File: src/rtl/cp0_irq_timer_if.sv
// CP0 register access path shared with the status/cause block:
// MTC0 write strobe with regnum/sel addressing and a combinational read return.
interface cp0_irq_timer_if;
    logic [63:0] wr_data;
    logic [4:0]  regnum;
    logic [2:0]  sel;
    logic        MTC0;
    logic [63:0] rd_data;
    logic        rd_hit;

    modport master (
        output wr_data, regnum, sel, MTC0,
        input  rd_data, rd_hit
    );

    modport slave (
        input  wr_data, regnum, sel, MTC0,
        output rd_data, rd_hit
    );
endinterface

File: src/rtl/cp0_irq_timer.sv
// Interrupt-source front end for CP0 Cause.IP[7:0]:
//   IP7     Count/Compare timer interrupt (TI)
//   IP6..2  external hw_irq lines, 2-flop synchronized
//   IP1..0  software interrupt bits
// Optional build macro CP0_IRQ_EDGE_LATCH_EN turns the hardware lines into
// rising-edge latched pending bits, cleared by write-1 to IRQ_ACK_REGISTER.
module cp0_irq_timer #(
    parameter int unsigned COUNT_DIV        = 2,
    parameter logic [4:0]  COUNT_REGISTER   = 5'd9,
    parameter logic [4:0]  COMPARE_REGISTER = 5'd11,
    parameter logic [4:0]  SWINT_REGISTER   = 5'd13,
    parameter logic [4:0]  IRQ_ACK_REGISTER = 5'd22
) (
    input  logic            clock,
    input  logic            reset,
    cp0_irq_timer_if.slave  bus,
    input  logic [4:0]      hw_irq,
    output logic [7:0]      interrupt_source
);
    localparam logic [7:0] PRESCALE_LAST = 8'(COUNT_DIV - 1);

    logic [7:0]  prescaler;
    logic [31:0] count;
    logic [31:0] compare;
    logic [31:0] count_next;
    logic        ti;
    logic [1:0]  sw;
    logic [4:0]  hw_meta;
    logic [4:0]  hw_sync;
    logic [4:0]  hw_view;
    logic        tick;
    logic        wr_sel0;
    logic        wr_count;
    logic        wr_compare;
    logic        wr_swint;
    logic        unused_bits;

    assign wr_sel0    = bus.MTC0 && (bus.sel == 3'd0);
    assign wr_count   = wr_sel0 && (bus.regnum == COUNT_REGISTER);
    assign wr_compare = wr_sel0 && (bus.regnum == COMPARE_REGISTER);
    assign wr_swint   = wr_sel0 && (bus.regnum == SWINT_REGISTER);
    assign tick       = (prescaler == PRESCALE_LAST);
    assign count_next = count + 32'd1;

    // Only the low word of the 64-bit write bus carries register data.
    assign unused_bits = ^{bus.wr_data[63:32], IRQ_ACK_REGISTER};

    // Prescaler and Count; a Count write restarts the prescaler and beats a tick.
    always_ff @(posedge clock) begin
        if (!reset) begin
            prescaler <= '0;
            count     <= '0;
        end else if (wr_count) begin
            prescaler <= '0;
            count     <= bus.wr_data[31:0];
        end else if (tick) begin
            prescaler <= '0;
            count     <= count_next;
        end else begin
            prescaler <= prescaler + 8'd1;
        end
    end

    // Compare and sticky TI; only a ticking increment onto Compare sets TI.
    always_ff @(posedge clock) begin
        if (!reset) begin
            compare <= '1;
            ti      <= 1'b0;
        end else if (wr_compare) begin
            compare <= bus.wr_data[31:0];
            ti      <= 1'b0;
        end else if (tick && !wr_count && (count_next == compare)) begin
            ti      <= 1'b1;
        end
    end

    // Software interrupt bits.
    always_ff @(posedge clock) begin
        if (!reset) begin
            sw <= '0;
        end else if (wr_swint) begin
            sw <= bus.wr_data[9:8];
        end
    end

    // Two-flop synchronizer for the asynchronous hardware lines.
    always_ff @(posedge clock) begin
        if (!reset) begin
            hw_meta <= '0;
            hw_sync <= '0;
        end else begin
            hw_meta <= hw_irq;
            hw_sync <= hw_meta;
        end
    end

`ifdef CP0_IRQ_EDGE_LATCH_EN
    logic [4:0] hw_pending;
    logic [4:0] ack_mask;

    assign ack_mask = (wr_sel0 && (bus.regnum == IRQ_ACK_REGISTER)) ? bus.wr_data[6:2] : 5'b0;

    // Pending bits set on the edge the synchronized level rises; a fresh edge outranks an ack.
    always_ff @(posedge clock) begin
        if (!reset) begin
            hw_pending <= '0;
        end else begin
            hw_pending <= (hw_pending & ~ack_mask) | (hw_meta & ~hw_sync);
        end
    end

    assign hw_view = hw_pending;
`else
    assign hw_view = hw_sync;
`endif

    // Every field is a flop output, so no input reaches Cause.IP combinationally.
    assign interrupt_source = {ti, hw_view, sw};

    // Combinational register read; Count shows its pre-write value during a write.
    always_comb begin
        bus.rd_data = '0;
        bus.rd_hit  = 1'b0;
        if (bus.sel == 3'd0) begin
            if (bus.regnum == COUNT_REGISTER) begin
                bus.rd_hit  = 1'b1;
                bus.rd_data = {32'h0, count};
            end else if (bus.regnum == COMPARE_REGISTER) begin
                bus.rd_hit  = 1'b1;
                bus.rd_data = {32'h0, compare};
            end else if (bus.regnum == SWINT_REGISTER) begin
                bus.rd_hit  = 1'b1;
                bus.rd_data = {54'h0, sw, 8'h00};
`ifdef CP0_IRQ_EDGE_LATCH_EN
            end else if (bus.regnum == IRQ_ACK_REGISTER) begin
                bus.rd_hit  = 1'b1;
                bus.rd_data = {57'h0, hw_pending, 2'b00};
`endif
            end
        end
    end
endmodule

File: src/flat_wrapper.sv
// flat-port wrapper written by rule: the top's interface ports become plain ports
module cp0_irq_timer_flat 
#(
    parameter int unsigned COUNT_DIV        = 2,
    parameter logic [4:0]  COUNT_REGISTER   = 5'd9,
    parameter logic [4:0]  COMPARE_REGISTER = 5'd11,
    parameter logic [4:0]  SWINT_REGISTER   = 5'd13,
    parameter logic [4:0]  IRQ_ACK_REGISTER = 5'd22
)
  (clock, reset, hw_irq, interrupt_source, bus_wr_data, bus_regnum, bus_sel, bus_MTC0, bus_rd_data, bus_rd_hit);
  cp0_irq_timer_if bus_i ();
  input  logic clock;
  input  logic reset;
  input  logic [4:0] hw_irq;
  output logic [7:0] interrupt_source;
  input wire logic [$bits(bus_i.wr_data)-1:0] bus_wr_data;
  input wire logic [$bits(bus_i.regnum)-1:0] bus_regnum;
  input wire logic [$bits(bus_i.sel)-1:0] bus_sel;
  input wire logic [$bits(bus_i.MTC0)-1:0] bus_MTC0;
  output wire logic [$bits(bus_i.rd_data)-1:0] bus_rd_data;
  output wire logic [$bits(bus_i.rd_hit)-1:0] bus_rd_hit;
  assign bus_i.wr_data = bus_wr_data;
  assign bus_i.regnum = bus_regnum;
  assign bus_i.sel = bus_sel;
  assign bus_i.MTC0 = bus_MTC0;
  assign bus_rd_data = bus_i.rd_data;
  assign bus_rd_hit = bus_i.rd_hit;
  cp0_irq_timer #(.COUNT_DIV(COUNT_DIV), .COUNT_REGISTER(COUNT_REGISTER), .COMPARE_REGISTER(COMPARE_REGISTER), .SWINT_REGISTER(SWINT_REGISTER), .IRQ_ACK_REGISTER(IRQ_ACK_REGISTER)) u_core (.clock(clock), .reset(reset), .bus(bus_i), .hw_irq(hw_irq), .interrupt_source(interrupt_source));
endmodule
File: config.mk
export PLATFORM = sky130hd
export DESIGN_NAME = cp0_irq_timer_flat
export DESIGN_NICKNAME = d
export VERILOG_FILES = /design/src/rtl/cp0_irq_timer_if.sv /design/src/rtl/cp0_irq_timer.sv /design/src/flat_wrapper.sv
export SDC_FILE = /design/constraint.sdc
export NUM_CORES = 1
export LEC_CHECK = 0
export CAP_MARGIN = 10
export CELL_PAD_IN_SITES_DETAIL_PLACEMENT = 1
export CELL_PAD_IN_SITES_GLOBAL_PLACEMENT = 2
export CORE_MARGIN = 3
export CORE_UTILIZATION = 39
export CTS_BUF_LIST = sky130_fd_sc_hd__clkbuf_16
export CTS_CLUSTER_DIAMETER = 120
export CTS_CLUSTER_SIZE = 10
export DETAILED_ROUTE_END_ITERATION = 10
export DONT_BUFFER_PORTS = 1
export PLACE_DENSITY_LB_ADDON = 0.1
export SLEW_MARGIN = 20
export SYNTH_ARGS = -nofsm -noshare
export SYNTH_HDL_FRONTEND = slang
export SYNTH_SLANG_ARGS = --single-unit
File: constraint.sdc
create_clock -name clock -period 7.3 [get_ports clock]
set_input_delay 1.46 -clock clock [delete_from_list [all_inputs] [get_ports clock]]
set_output_delay 1.46 -clock clock [all_outputs]
set_load 0.01 [all_outputs]
### Word-level counts from Yosys, hierarchy flattened

Cells that the tools add are included.

| storage, ports and cells | value |
|---|---|
| flip-flop bits (word level) | 85 |
| output and inout bits | 73 |

| operators by class | value |
|---|---|
| $add $sub $neg | 2 |
| equality and inequality tests | 5 |
| multiplexer cells | 10 |
| bitwise logic cells | 1 |
| reductions and logical operators | 11 |

Operators by type and width:

| cell | count |
|---|---|
| $mux 64 | 3 |
| $mux 32 | 2 |
| $add 32x1->32 const B | 1 |
| $eq 32x32->1 | 1 |
| $eq 5x4->1 const B | 3 |
| $mux 10 | 1 |
| $add 8x1->8 const B | 1 |
| $eq 8x1->1 const B | 1 |
| $logic_and 1x1->1 | 6 |
| $mux 1 | 4 |
| $logic_not 3->1 | 1 |
| $reduce_or 3->1 | 1 |
| $reduce_bool 2->1 | 1 |
| $reduce_or 2->1 | 1 |
| $logic_not 1->1 | 1 |
| $not 1->1 | 1 |

### Longest topological paths before layout

Gate-level depths: netlist of the first run.

| logic depth | value |
|---|---|
| depth in word-level cells | 6 |
| depth in mapped cells | 10 |
| gate-level depth less buffers | 9 |

### Worst setup path before layout of the first run

Ideal clock, no wire load.

| timing | value |
|---|---|
| kind | input port to output port |
| start | input port bus_regnum[4] |
| end | output port bus_rd_data[8] |
| data arrival time | 2567 ps |
| required time | 5840 ps |
| setup slack | 3273 ps |
| stages | 3 |
| cell sequence | nor4bb_1 -> o21ai_0 -> a221oi_1 |

| between the ends | value |
|---|---|
| longest elaborated chain between the ends | 5 |
| elaborated cells between the ends (all ways) | 7 |
| those cells by class | eq/ne: 3; mux: 4 |

RTL lines:

| element | line | text |
|---|---|---|
| start: declaration | flat_wrapper.sv:17 | `input wire logic [$bits(bus_i.regnum)-1:0] bus_regnum;` |
| $eq 5x4->1 | cp0_irq_timer.sv:131 | `end else if (bus.regnum == SWINT_REGISTER) begin` |
| $mux 10 | cp0_irq_timer.sv:131 |  |
| $mux 64 | cp0_irq_timer.sv:128 | `end else if (bus.regnum == COMPARE_REGISTER) begin` |
| $mux 64 (*) | cp0_irq_timer.sv:125 | `if (bus.regnum == COUNT_REGISTER) begin` |
| $mux 64 (*) | cp0_irq_timer.sv:124 | `if (bus.sel == 3'd0) begin` |
| end: declaration | flat_wrapper.sv:20 | `output wire logic [$bits(bus_i.rd_data)-1:0] bus_rd_data;` |

Every way passes the cells marked *; elsewhere a longest branch is shown, timed or not.

### Worst setup path in the final report of the first run

| timing | value |
|---|---|
| start | input port bus_regnum[3] |
| end | output port bus_rd_data[17] |

| between the ends | value |
|---|---|
| longest elaborated chain between the ends | 4 |
| elaborated cells between the ends (all ways) | 5 |
| those cells by class | eq/ne: 2; mux: 3 |

RTL lines:

| element | line |
|---|---|
| $eq 5x4->1 | cp0_irq_timer.sv:128 |
| $mux 64 | cp0_irq_timer.sv:128 |
| $mux 64 (*) | cp0_irq_timer.sv:125 |
| $mux 64 (*) | cp0_irq_timer.sv:124 |

Marks and branches as above.

==> flow_summary.json, run 1 <==
{
  "status": "completed",
  "reg2reg_to": "u_core.ti",
  "viasPerCell": 5.46,
  "min_to": "u_core.hw_sync[1]",
  "insertion_delay_ns": 0.34,
  "io_buffers": 0,
  "setup_tns_ns": 0,
  "clock_sinks": 85,
  "place_ws_ns": 2.35,
  "die-area_mm2": 0.0155,
  "syn_inst": 693,
  "multi_input_area_mm2": 0.00337,
  "area_growth_pct": 2.70,
  "drt-total-wl_mm": 15.6,
  "grt_use_total_pct": 20.2,
  "ys_seq_area_share_pct": 31.1,
  "min_period_ns": 4.56,
  "stdcell_area_mm2": 0.00561,
  "overflow": 0,
  "placed_cell_area_mm2": 0.00533,
  "rsz0062_at_grt": "no",
  "relSlewSlack_pct": 39.5,
  "worstHoldStart": "u_core.hw_meta[1]",
  "max_freq_mhz": 219,
  "register_area_mm2": 0.00170,
  "drv_slew": 0,
  "core_mm2": 0.0135,
  "drt_iter0_drc": 241,
  "p_leak_nw": 2.58,
  "drtAntennaViolNets": 0,
  "cts_setup_buffers": 0,
  "drive_above_1_share_pct": 4.15,
  "clock_skew_ns": 0.00968,
  "synth_flop_cell": "dfxtp_1",
  "worstSetupPathType": "in -> out",
  "utilization_pct": 41.7,
  "r2r_slack_ns": 4.12,
  "vias": 4514,
  "syn_area_mm2": 0.00546,
  "htree_levels": 3,
  "slowest_delay_ns": 0.66,
  "antenna_found_initial": 0,
  "cap_violations": 0,
  "power_density_mw_per_mm2": 176,
  "routabilityCongestion": 0.887,
  "fillers": 1662,
  "crit_path_max_fanout": 30,
  "irDropWorstVdd_mv": 0.137,
  "cp_data_arrival_time_ns": 3.10,
  "synth_warnings": 0,
  "hold_viol_final": 0,
  "synthArstFlopShare_pct": 0,
  "cts_tree": "done",
  "cp.required_ns": 5.84,
  "drc_errors": 0,
  "first_pass_iters": 4,
  "startpoint_type": "input port",
  "fin_total_pwr_w": 0.000986,
  "die_h_um": 124,
  "synth_cell_type_count": 56,
  "final.setup.worst_slack_ns": 2.74,
  "ioPinCount": 153,
  "hold_class": "reg -> reg",
  "cts_made_buffers": 9,
  "setup_viol": 0,
  "slowest_stage": "nor4bb_1",
  "crit_start": "bus_regnum[3]",
  "crit_family": "simple AND/OR/NAND/NOR gates",
  "max-clock-path-buffers": 2,
  "cts_root_buffer": "clkbuf_16",
  "period_share_pct": 62.5,
  "ys_ff_latch": 85,
  "start_util_pct": 40.6,
  "synth_edf_count": 0,
  "nets": 730,
  "grt_max_degree": 81,
  "r2r_start": "u_core.count[0]",
  "tightest_slew_ns": 0.901,
  "end_kind": "primary output",
  "n_antenna_cell": 0,
  "cts.hold.buffers_added": 0,
  "place_hpwl_mm": 11.0,
  "dieWidth_um": 124,
  "synth.avg_cell_area_um2": 7.88,
  "r2r_cells": 8,
  "min_path_cells": 1,
  "cts_resized": 0,
  "grt_pass1_wl_mm": 25.5,
  "critPathBufInv": 0,
  "wl_per_cell_um": 18.9,
  "fp-row-count": 42,
  "grt_pass1_vias": 4627,
  "clk_pin_slew_ns": 0.06,
  "cp_cell_sequence": "nor4bb_1, nand2_2, nor2_1"
}
[cell type report]
class | instances | area share (%)
clock buffer | 9 | 4.01
clock inverter | 6 | 0.981
inverter | 5 | 0.335
multi-input combinational | 544 | 60.1
sequential | 85 | 30.3
tap | 176 | 3.93
timing repair buffer | 2 | 0.268
[cell usage after synthesis (all sizes together) (4+ instances only)]
master / n / share of area [%]
and2: 14 / 1.6
inv: 5 / 0.34
nor4: 12 / 1.9
clkbuf: 36 / 2.5
o211a: 34 / 6.2
mux2i: 34 / 6.2
and4: 5 / 0.80
nor2: 56 / 3.8
xnor2: 38 / 6.1
nand3: 59 / 5.4
buf: 54 / 6.5
o21ai: 6 / 0.55
nand2: 120 / 8.2
nor3: 9 / 0.82
a21oi: 4 / 0.37
and3: 12 / 1.4
xor2: 38 / 6.1
nand4: 22 / 2.6
dfxtp: 85 / 31
[state kept, by name, indices dropped and copies added (netlist names)]
signal / cells
u_core.compare: 32
u_core.hw_meta: 5
u_core.hw_sync: 5
u_core.sw: 2
u_core.count: 32
u_core.ti: 1
u_core.prescaler: 8
[report_power, final]
group          internal, W  switching [W]  leakage (nW)  total (W)
clock             0.000260       0.000187         0.136   0.000446
sequential        0.000471     0.00000957         0.689   0.000481
combinational    0.0000219      0.0000373          1.75  0.0000591
total             0.000753       0.000234          2.58   0.000986
[worst register-to-register path, stage by stage (launching register included)]
cell and delay (ns):
dfxtp_1 0.51, ha_1 0.35, nand3_1 0.33, nor3_1 0.79
and4b_1 0.30, o2111ai_1 0.11, nor4_1 0.39, nand4_1 0.23
nand2_1 0.11
[worst max-delay path by stage]
stage                      endpoint  slack [ns]  depth (start not counted)
finish              bus_rd_data[17]        2.74                          3
global route        bus_rd_data[17]        2.49                          3
CTS                 bus_rd_data[17]        2.35                          3
detailed placement  bus_rd_data[17]        2.35                          3
global placement    bus_rd_data[21]        2.47                          3
floorplan            bus_rd_data[8]        3.27                          3
[logic make-up after synthesis]
group	synth area share (%)
xor gates and xnor gates	12.2
muxes	6.23
other	0.0686
AOI/OAI and AO/OA	11.0
and+or+nand+nor	29.3
adders and majority gates	0.687
DFF	31.1
buffers and inverters	9.37
[per-stage QoR]
| stage | hold WS [ns] | cells |
|---|---|---|
| after CTS | 0.434 | 827 |
| after detailed placement | 0.420 | 812 |
| after floorplan | 0.412 | 724 |
| final | 0.434 | 827 |
| after global routing | 0.452 | 827 |
| after global placement | 0.416 | 812 |
[cells in the final DEF (no fill, tap or decap), drive strengths merged, types with 4 or more instances in the layout]
master	n
nand4	22
and4	5
a21oi	4
and3	12
conb	32
nor4	12
nand2	120
clkinv	4
xnor2	38
inv	5
o211a	34
dfxtp	85
and2	14
xor2	38
nand3	59
mux2i	34
clkbuf	9
nor2	56
nor3	9
o21ai	6
[metal layers]
layer	vias to the layer above	GRT usage, %	share of wire, %
li1	2230	-	-
met1	2167	28.4	49
met2	106	31.1	44
met3	11	4.93	5.4
met4	0	5.29	1.0
met5	-	0	0
Power figures use the tool's default switching activity.
==> run 2, diff against run 1 <==
--- a/config.mk
+++ b/config.mk
@@ -9,7 +9,7 @@
 export CELL_PAD_IN_SITES_DETAIL_PLACEMENT = 1
 export CELL_PAD_IN_SITES_GLOBAL_PLACEMENT = 2
 export CORE_MARGIN = 3
-export CORE_UTILIZATION = 39
+export CORE_UTILIZATION = 36
 export CTS_BUF_LIST = sky130_fd_sc_hd__clkbuf_16
 export CTS_CLUSTER_DIAMETER = 120
 export CTS_CLUSTER_SIZE = 10
==> constraint.sdc (replaced) <==
create_clock -name clock -period 4.39 [get_ports clock]
set_input_delay 0.878 -clock clock [delete_from_list [all_inputs] [get_ports clock]]
set_output_delay 0.878 -clock clock [all_outputs]
set_load 0.01 [all_outputs]
==> run 2 against run 1 <==
Setup slack got worse by 1.8 ns. Final area rose by 1.3%. Sequential power rose by 66%. Total power rose by 68%.
==> flow_summary.json, run 2 (same netlist as run 1, synthesis figures left out) <==
{
  "place_ws_ns": 0.925,
  "start_util_pct": 37.2,
  "insertion_delay_ns": 0.34,
  "power_density_mw_per_mm2": 292,
  "fp-row-count": 44,
  "startpoint_type": "input port",
  "grt_pass1_vias": 4683,
  "drv_slew": 0,
  "first_pass_iters": 5,
  "die_h_um": 129,
  "cts_resized": 0,
  "final_cell_mix": "120 x nand2_1, 85 x dfxtp_1, 59 x nand3_1",
  "cts_root_buffer": "clkbuf_16",
  "drive_above_1_share_pct": 5.00,
  "final_cells": 844,
  "routabilityCongestion": 0.848,
  "period_share_pct": 77.8,
  "busiest_layer": "met2",
  "cp.required_ns": 3.51,
  "drtAntennaViolNets": 0,
  "clk_pin_slew_ns": 0.06,
  "cts_tree": "done",
  "grt_use_met2_pct": 30.7,
  "slowest_stage": "nor4bb_1",
  "reg_top3": "u_core.compare x32, u_core.count x32, u_core.prescaler x8",
  "hold_class": "reg -> reg",
  "cts_setup_buffers": 0,
  "grt_pass1_wl_mm": 25.8,
  "drc_errors": 0,
  "cts.hold.buffers_added": 0,
  "clock_skew_ns": 0.00523,
  "gr-usage-met3_pct": 3.67,
  "clock_sinks": 85,
  "antenna_found_initial": 0,
  "htree_levels": 3,
  "min_period_ns": 3.41,
  "setup_viol": 0,
  "area_growth_pct": 4.01,
  "vias": 4576,
  "end_kind": "primary output",
  "cap_violations": 0,
  "irDropWorstVdd_mv": 0.154,
  "drt-total-wl_mm": 16.0,
  "setup_tns_ns": 0,
  "slowest_delay_ns": 0.63,
  "n_antenna_cell": 0,
  "cts_made_buffers": 9,
  "cp_data_arrival_time_ns": 2.54,
  "grt_use_total_pct": 19.5,
  "tightest_slew_ns": 0.824,
  "core_mm2": 0.0147,
  "use_met1_pct": 27.2,
  "viasPerCell": 5.42,
  "crit_path_max_fanout": 22,
  "place_hpwl_mm": 11.5,
  "mostFrequentLayoutCell": "nand2_1",
  "rsz0062_at_grt": "no",
  "max-clock-path-buffers": 2,
  "drt_iter0_drc": 227,
  "grt_max_degree": 81,
  "relSlewSlack_pct": 44.6,
  "die-area_mm2": 0.0167,
  "wl_per_cell_um": 19.0,
  "worstSetupPathType": "in -> out",
  "max_freq_mhz": 293,
  "nets": 738,
  "dp.cells": 828,
  "overflow": 0,
  "cp_cell_sequence": "nor4bb_1, nand2_1, buf_4, nor2_1",
  "ioPinCount": 153,
  "hold_viol_final": 0,
  "final.setup.worst_slack_ns": 0.976,
  "dieWidth_um": 129,
  "p_leak_nw": 2.63,
  "io_buffers": 0,
  "fin_total_pwr_w": 0.00166,
  "status": "completed"
}
## run 2: per-stage QoR
| stage | instance area, µm² | hold WS, ns | utilization (%) |
|---|---|---|---|
| 2_1_floorplan | 5580 | 0.412 | - |
| 3_3_place_gp | 5390 | 0.416 | 36.7 |
| 3_5_place_dp | 5390 | 0.420 | 36.7 |
| 4_1_cts | 5680 | 0.436 | 38.7 |
| 5_1_grt | 5680 | 0.459 | 38.7 |
| 6_report | 5680 | 0.437 | 38.7 |
## run 2: metal layers
metal  wire length, µm  up-vias
met4               197        0
li1                  -     2246
met5                 0        -
met1              7990     2205
met3               836       12
met2              7000      113
## run 2: where the power goes
group          internal, W  leakage [nW]  switching, W  total [W]
Clock             0.000438         0.145      0.000321   0.000759
Sequential        0.000783         0.689     0.0000156   0.000799
Combinational    0.0000383          1.79     0.0000637   0.000102
## run 2: layout make-up
type / instances / area (µm²)
fill: 1784 / 9020
timing repair buffer: 10 / 75.1
sequential: 85 / 1700
tap: 184 / 230
multi-input combinational: 544 / 3370
clock buffer: 9 / 225
inverter: 5 / 18.8
clock inverter: 7 / 65.1
## run 2: worst paths after layout
check                    startpoint                end  slack, ns  cells after the start
setup / recovery      bus_regnum[3]    bus_rd_data[14]       0.98                      4
hold / removal    u_core.hw_meta[2]  u_core.hw_sync[2]       0.44                      1
setup reg to reg    u_core.count[0]          u_core.ti       1.24                      9
hold reg to reg   u_core.hw_meta[2]  u_core.hw_sync[2]       0.44                      1
## run 2: worst max-delay path, delay by kind of cell
family        cells  cell delay, ns
buf+inv           1            0.34
simple gates      3            1.29
==> edit 1 (config.mk and constraints of run 2) <==
Build with the macro `CP0_IRQ_EDGE_LATCH_EN` defined.
--- a/src/rtl/cp0_irq_timer.sv
+++ b/src/rtl/cp0_irq_timer.sv
@@ -6,2 +6,4 @@
 // rising-edge latched pending bits, cleared by write-1 to IRQ_ACK_REGISTER.
+`define CP0_IRQ_EDGE_LATCH_EN
+
 module cp0_irq_timer #(
Function: changed (Yosys sat finds a counterexample within 4 cycles, from zero or initial values and one cycle with reset low).
==> edit 1 against run 2 <==
- sequential cell count rose by 5
- wire length up 1.4%
- cell area up 2.3%
- critical path type is now register to register
- worst hold slack improved by 0.012 ns
- largest cell class unchanged
- setup slack better by 0.35 ns
- total power is 3.9% higher
- fmax grew 12%
- synthesized area up 1.9%
==> edit 1: results (changes against run 2) <==
.. list-table::
   :header-rows: 1

   * - Metric
     - Value
   * - Via count of the first global-routing pass
     - 4885 (was 4683)
   * - GR Layer Usage met2
     - 0.312 (was 0.307)
   * - Sequential share of the synthesized area
     - 0.324 (was 0.311)
   * - Vias per std cell
     - 5.46 (was 5.42)
   * - Final worst hold slack
     - 0.449 ns (was 0.437 ns)
   * - Number of nets in the layout
     - 776 (was 738)
   * - Largest net degree at the start of global routing
     - 67 (was 81)
   * - Launch instance of the worst min-delay path
     - u_core.hw_meta[3] (was u_core.hw_meta[2])
   * - Average routed wire per standard cell
     - 18.4 um (was 19.0 um)
   * - Peak supply drop
     - 157 uV (was 154 uV)
   * - Overall Global Routing Usage
     - 0.198 (was 0.195)
   * - Upper clock frequency limit
     - 327 MHz (was 293 MHz)
   * - Drt first-iter violations
     - 199 (was 227)
   * - Synth area leaders
     - sky130_fd_sc_hd__dfxtp_1, sky130_fd_sc_hd__xnor2_1, sky130_fd_sc_hd__nor2_1 (was sky130_fd_sc_hd__dfxtp_1, sky130_fd_sc_hd__nand2_1, sky130_fd_sc_hd__mux2i_1)
   * - Critical path origin
     - u_core.count[0] (was bus_regnum[3])
   * - Synth Area in XOR/XNOR
     - 0.129 (was 0.122)
   * - Combinational share of power
     - 0.066 (was 0.061)
   * - Pwr/cell area
     - 297 nW/um^2 (was 292 nW/um^2)
   * - Fill count
     - 1847 (was 1784)
   * - FF-to-FF path depth
     - 8 (was 9)
   * - Power in sequential cells
     - 849 uW (was 799 uW)
   * - Area after DPL
     - 5530 um^2 (was 5390 um^2)
   * - Fraction of met1 tracks used by global routing
     - 0.279 (was 0.272)
   * - Hold Path Sink
     - u_core.hw_sync[3] (was u_core.hw_sync[2])
   * - Synthesized-area fraction occupied by adder cells
     - 0.00674 (was 0.00687)
   * - Capture point of the worst path
     - u_core.ti (was bus_rd_data[14])
   * - Static leakage
     - 0.00214 uW (was 0.00263 uW)
   * - Total met2 wirelength after detailed routing
     - 7460 um (was 7000 um)
   * - Met3 usage in global routing
     - 0.0344 (was 0.0367)
   * - M1 wire length
     - 7940 um (was 7990 um)
   * - Result of the run
     - finished, final reports clean (unchanged)
   * - Final estimated routing congestion in global placement
     - 0.817 (was 0.848)
   * - Data arrival at the endpoint of the critical path
     - 3.32 ns (was 2.54 ns)
   * - Crit-path max cell delay
     - 0.55 ns (was 0.63 ns)
   * - Layout cells sized above 1
     - 0.0501 (was 0.0500)
   * - Cell count after placement
     - 866 (was 828)
   * - Avg Synthesized Cell Area
     - 7.67 um^2 (was 7.88 um^2)
   * - Amount of wire on met3 after detailed routing
     - 653 um (was 836 um)
   * - Post-detail-place hpwl
     - 11600 um (was 11500 um)
   * - Final Non-Filler Cells
     - 882 (was 844)
   * - Internal power summed over all cells
     - 1270 uW (was 1260 uW)
   * - Synthesized-area fraction occupied by ao, oa, aoi and oai cells
     - 0.0906 (was 0.110)
   * - Headroom to the max-slew limit
     - 0.492 (was 0.446)
[edit 1: changes by cell type after synthesis, moves of 11 or more]
cell                       before  now
sky130_fd_sc_hd__a21oi_1        4   18
sky130_fd_sc_hd__a211oi_1       1   28
sky130_fd_sc_hd__o211a_1       34    1
sky130_fd_sc_hd__buf_2         17    6
sky130_fd_sc_hd__xnor2_1       38   54
sky130_fd_sc_hd__nand2_1      120   99
sky130_fd_sc_hd__nor2_1        56  105
[edit 1: cells by family after synthesis]
logic type	after synthesis
AO/OA/AOI/OAI	73
adder cells (fa/ha/maj)	3
multiplexers	32
AND/OR/NAND/NOR	354
XOR/XNOR	82
other	1
buffers and inverters	91
flip-flops	90
[edit 1: cell type report]
| class | instances | share of cell area |
|---|---|---|
| timing repair buffer | 8 | 0.0103 |
| multi-input combinational | 576 | 0.586 |
| clock inverter | 7 | 0.0105 |
| inverter | 8 | 0.00517 |
| sequential | 90 | 0.310 |
| tap | 184 | 0.0396 |
| clock buffer | 9 | 0.0388 |
==> edit 2 (settings of run 2) <==
Made on the original files. Register the input `hw_irq` before use. The logic sees it one clock later. The other inputs are not delayed to match.
--- a/src/rtl/cp0_irq_timer.sv
+++ b/src/rtl/cp0_irq_timer.sv
@@ -20,2 +20,8 @@
     localparam logic [7:0] PRESCALE_LAST = 8'(COUNT_DIV - 1);
+
+    logic [4:0] hw_irq_q;
+
+    always_ff @(posedge clock) begin
+        hw_irq_q <= hw_irq;
+    end
 
@@ -91,3 +97,3 @@
         end else begin
-            hw_meta <= hw_irq;
+            hw_meta <= hw_irq_q;
             hw_sync <= hw_meta;
Formal check against the unedited RTL: not equivalent (Yosys sat finds a counterexample within 4 cycles, from zero or initial values and one cycle with reset low).
==> edit 2 against run 2 <==
- total power is 4.0% higher
- largest power group unchanged
- worst hold slack got worse by 0.0042 ns
- synthesized area about the same
- die area about the same
- largest cell class unchanged
- critical endpoint is now u_core.ti
- non-clock buffer count shrank 3
- register-to-register slack gained 0.08 ns
- first-iteration DRC count fell by 21%
- cell area is 0.18% lower
- sequential power grew 6.1%
- setup slack better by 0.34 ns
- clock skew increased by 0.0032 ns
- critical path type is now register to register
- wire length is 0.14% higher
- sequential cell count up 5
==> edit 2: results (changes against run 2) <==
.. list-table::
   :header-rows: 1

   * - Metric
     - Value
   * - Result of the run
     - finished, final reports clean (unchanged)
   * - Global-route wire length before repair
     - 25600 um (was 25800 um)
   * - Register-to-register setup slack
     - 1.32 ns (was 1.24 ns)
   * - Hold Path Sink
     - u_core.hw_sync[4] (was u_core.hw_sync[2])
   * - Clock Skews
     - 0.00847 ns (was 0.00523 ns)
   * - Post-detail-place hpwl
     - 11400 um (was 11500 um)
   * - Largest net degree at the start of global routing
     - 51 (was 81)
   * - Most frequent cells after synthesis
     - sky130_fd_sc_hd__nor2_1, sky130_fd_sc_hd__dfxtp_1, sky130_fd_sc_hd__nand2_1, sky130_fd_sc_hd__nand3_1, sky130_fd_sc_hd__clkbuf_1 (was sky130_fd_sc_hd__nand2_1, sky130_fd_sc_hd__dfxtp_1, sky130_fd_sc_hd__nand3_1, sky130_fd_sc_hd__nor2_1)
   * - Final worst hold slack
     - 0.433 ns (was 0.437 ns)
   * - Static leakage
     - 0.00215 uW (was 0.00263 uW)
   * - Drt first-iter violations
     - 179 (was 227)
   * - Largest fanout of any net on the critical path
     - 8 (was 22)
   * - Synth area leaders
     - sky130_fd_sc_hd__dfxtp_1, sky130_fd_sc_hd__nor2_1, sky130_fd_sc_hd__mux2i_1 (was sky130_fd_sc_hd__dfxtp_1, sky130_fd_sc_hd__nand2_1, sky130_fd_sc_hd__mux2i_1)
   * - Synthesized instance count
     - 707 (was 693)
   * - Clock root buffer master
     - sky130_fd_sc_hd__clkbuf_16 (unchanged)
   * - Overall Global Routing Usage
     - 0.196 (was 0.195)
   * - Sequential share of the synthesized area
     - 0.330 (was 0.311)
   * - Cell count after placement
     - 838 (was 828)
   * - Number of nets in the layout
     - 748 (was 738)
   * - Internal power summed over all cells
     - 1300 uW (was 1260 uW)
   * - Number of iterations in the first detailed-routing pass
     - 4 (was 5)
   * - Final wirelength
     - 16100 um (was 16000 um)
   * - Via count of the first global-routing pass
     - 4651 (was 4683)
   * - Number of buffers created by CTS
     - 9 (unchanged)
   * - Fill count
     - 1786 (was 1784)
   * - Count of vias placed by the detailed router
     - 4591 (was 4576)
   * - Worst reg2reg startpoint
     - u_core.count[0] (unchanged)
   * - Data arrival at the endpoint of the critical path
     - 3.36 ns (was 2.54 ns)
   * - Peak supply drop
     - 166 uV (was 154 uV)
   * - Average routed wire per standard cell
     - 18.8 um (was 19.0 um)
   * - Launch instance of the worst min-delay path
     - u_core.hw_meta[4] (was u_core.hw_meta[2])
   * - Antenna cells
     - 0 (unchanged)
   * - Layout cells sized above 1
     - 0.0448 (was 0.0500)
   * - Slew @ Worst Pin
     - 0.897 ns (was 0.824 ns)
   * - FF-to-FF path depth
     - 8 (was 9)
   * - Final estimated routing congestion in global placement
     - 0.802 (was 0.848)
## edit 2: layer usage
metal / part of all wire / track usage / vias to the layer above
met5: 0 / 0 / -
met1: 0.46 / 0.249 / 2215
met4: 0.015 / 0.0630 / 0
met2: 0.47 / 0.334 / 83
li1: - / - / 2279
met3: 0.051 / 0.0383 / 14
## edit 2: worst max-delay path, cell delays in order (launching register included)
cell,delay [ns]
sky130_fd_sc_hd__dfxtp_1,0.52
sky130_fd_sc_hd__ha_1,0.38
sky130_fd_sc_hd__nand3_1,0.23
sky130_fd_sc_hd__or4_4,0.59
sky130_fd_sc_hd__a221oi_2,0.26
sky130_fd_sc_hd__or4b_1,0.49
sky130_fd_sc_hd__nor4_1,0.27
sky130_fd_sc_hd__nand4_1,0.18
sky130_fd_sc_hd__nand2_1,0.10
## edit 2: area by class of cell
class / count / area [um^2] / share of cell area
well taps: 184 / 230 / 0.0406
clock buffers: 9 / 225 / 0.0397
inverters: 8 / 30.0 / 0.00529
repair buffers: 7 / 52.6 / 0.00927
multi-input cells: 549 / 3270 / 0.577
clock inverters: 7 / 60.1 / 0.0106
flip-flops and latches: 90 / 1800 / 0.318
## edit 2: power groups by stage
stage               registers (uW)  logic (uW)  clock network (uW)
floorplan                      858         118                   0
global placement               866         102                   0
detailed placement             867         103                   0
CTS                            848         103                 801
global route                   850         113                 830
finish                         848         101                 778
## edit 2: logic make-up (layout without fill, tap and decap cells)
| logic type | Yosys count | in the layout | share of synthesized area |
|---|---|---|---|
| and+or+nand+nor | 329 | 329 | 0.288 |
| buffers and inverters | 99 | 31 | 0.0938 |
| DFF | 90 | 90 | 0.330 |
| AOI/OAI and AO/OA | 76 | 76 | 0.0984 |
| xor gates and xnor gates | 74 | 74 | 0.119 |
| muxes | 35 | 35 | 0.0643 |
| adders and majority gates | 3 | 3 | 0.00687 |
| other | 1 | 32 | 0.000686 |
## edit 2: worst max path at each step
stage / start / end / slack [ns] / cells after the start
2_1_floorplan: bus_sel[1] / bus_rd_data[0] / 1.41 / 6
3_3_place_gp: bus_sel[1] / u_core.count[14] / 1.26 / 6
3_5_place_dp: bus_sel[1] / u_core.count[22] / 1.26 / 6
4_1_cts: u_core.count[0] / u_core.ti / 1.27 / 8
5_1_grt: u_core.count[0] / u_core.ti / 1.04 / 8
6_report: u_core.count[0] / u_core.ti / 1.32 / 8
## edit 2: stage by stage
| stage | utilization | area (um^2) | setup slack [ns] |
|---|---|---|---|
| 2_1_floorplan | - | 5580 | 1.41 |
| 3_3_place_gp | 0.366 | 5390 | 1.26 |
| 3_5_place_dp | 0.366 | 5390 | 1.26 |
| 4_1_cts | 0.386 | 5670 | 1.27 |
| 5_1_grt | 0.386 | 5670 | 1.04 |
| 6_report | 0.386 | 5670 | 1.32 |
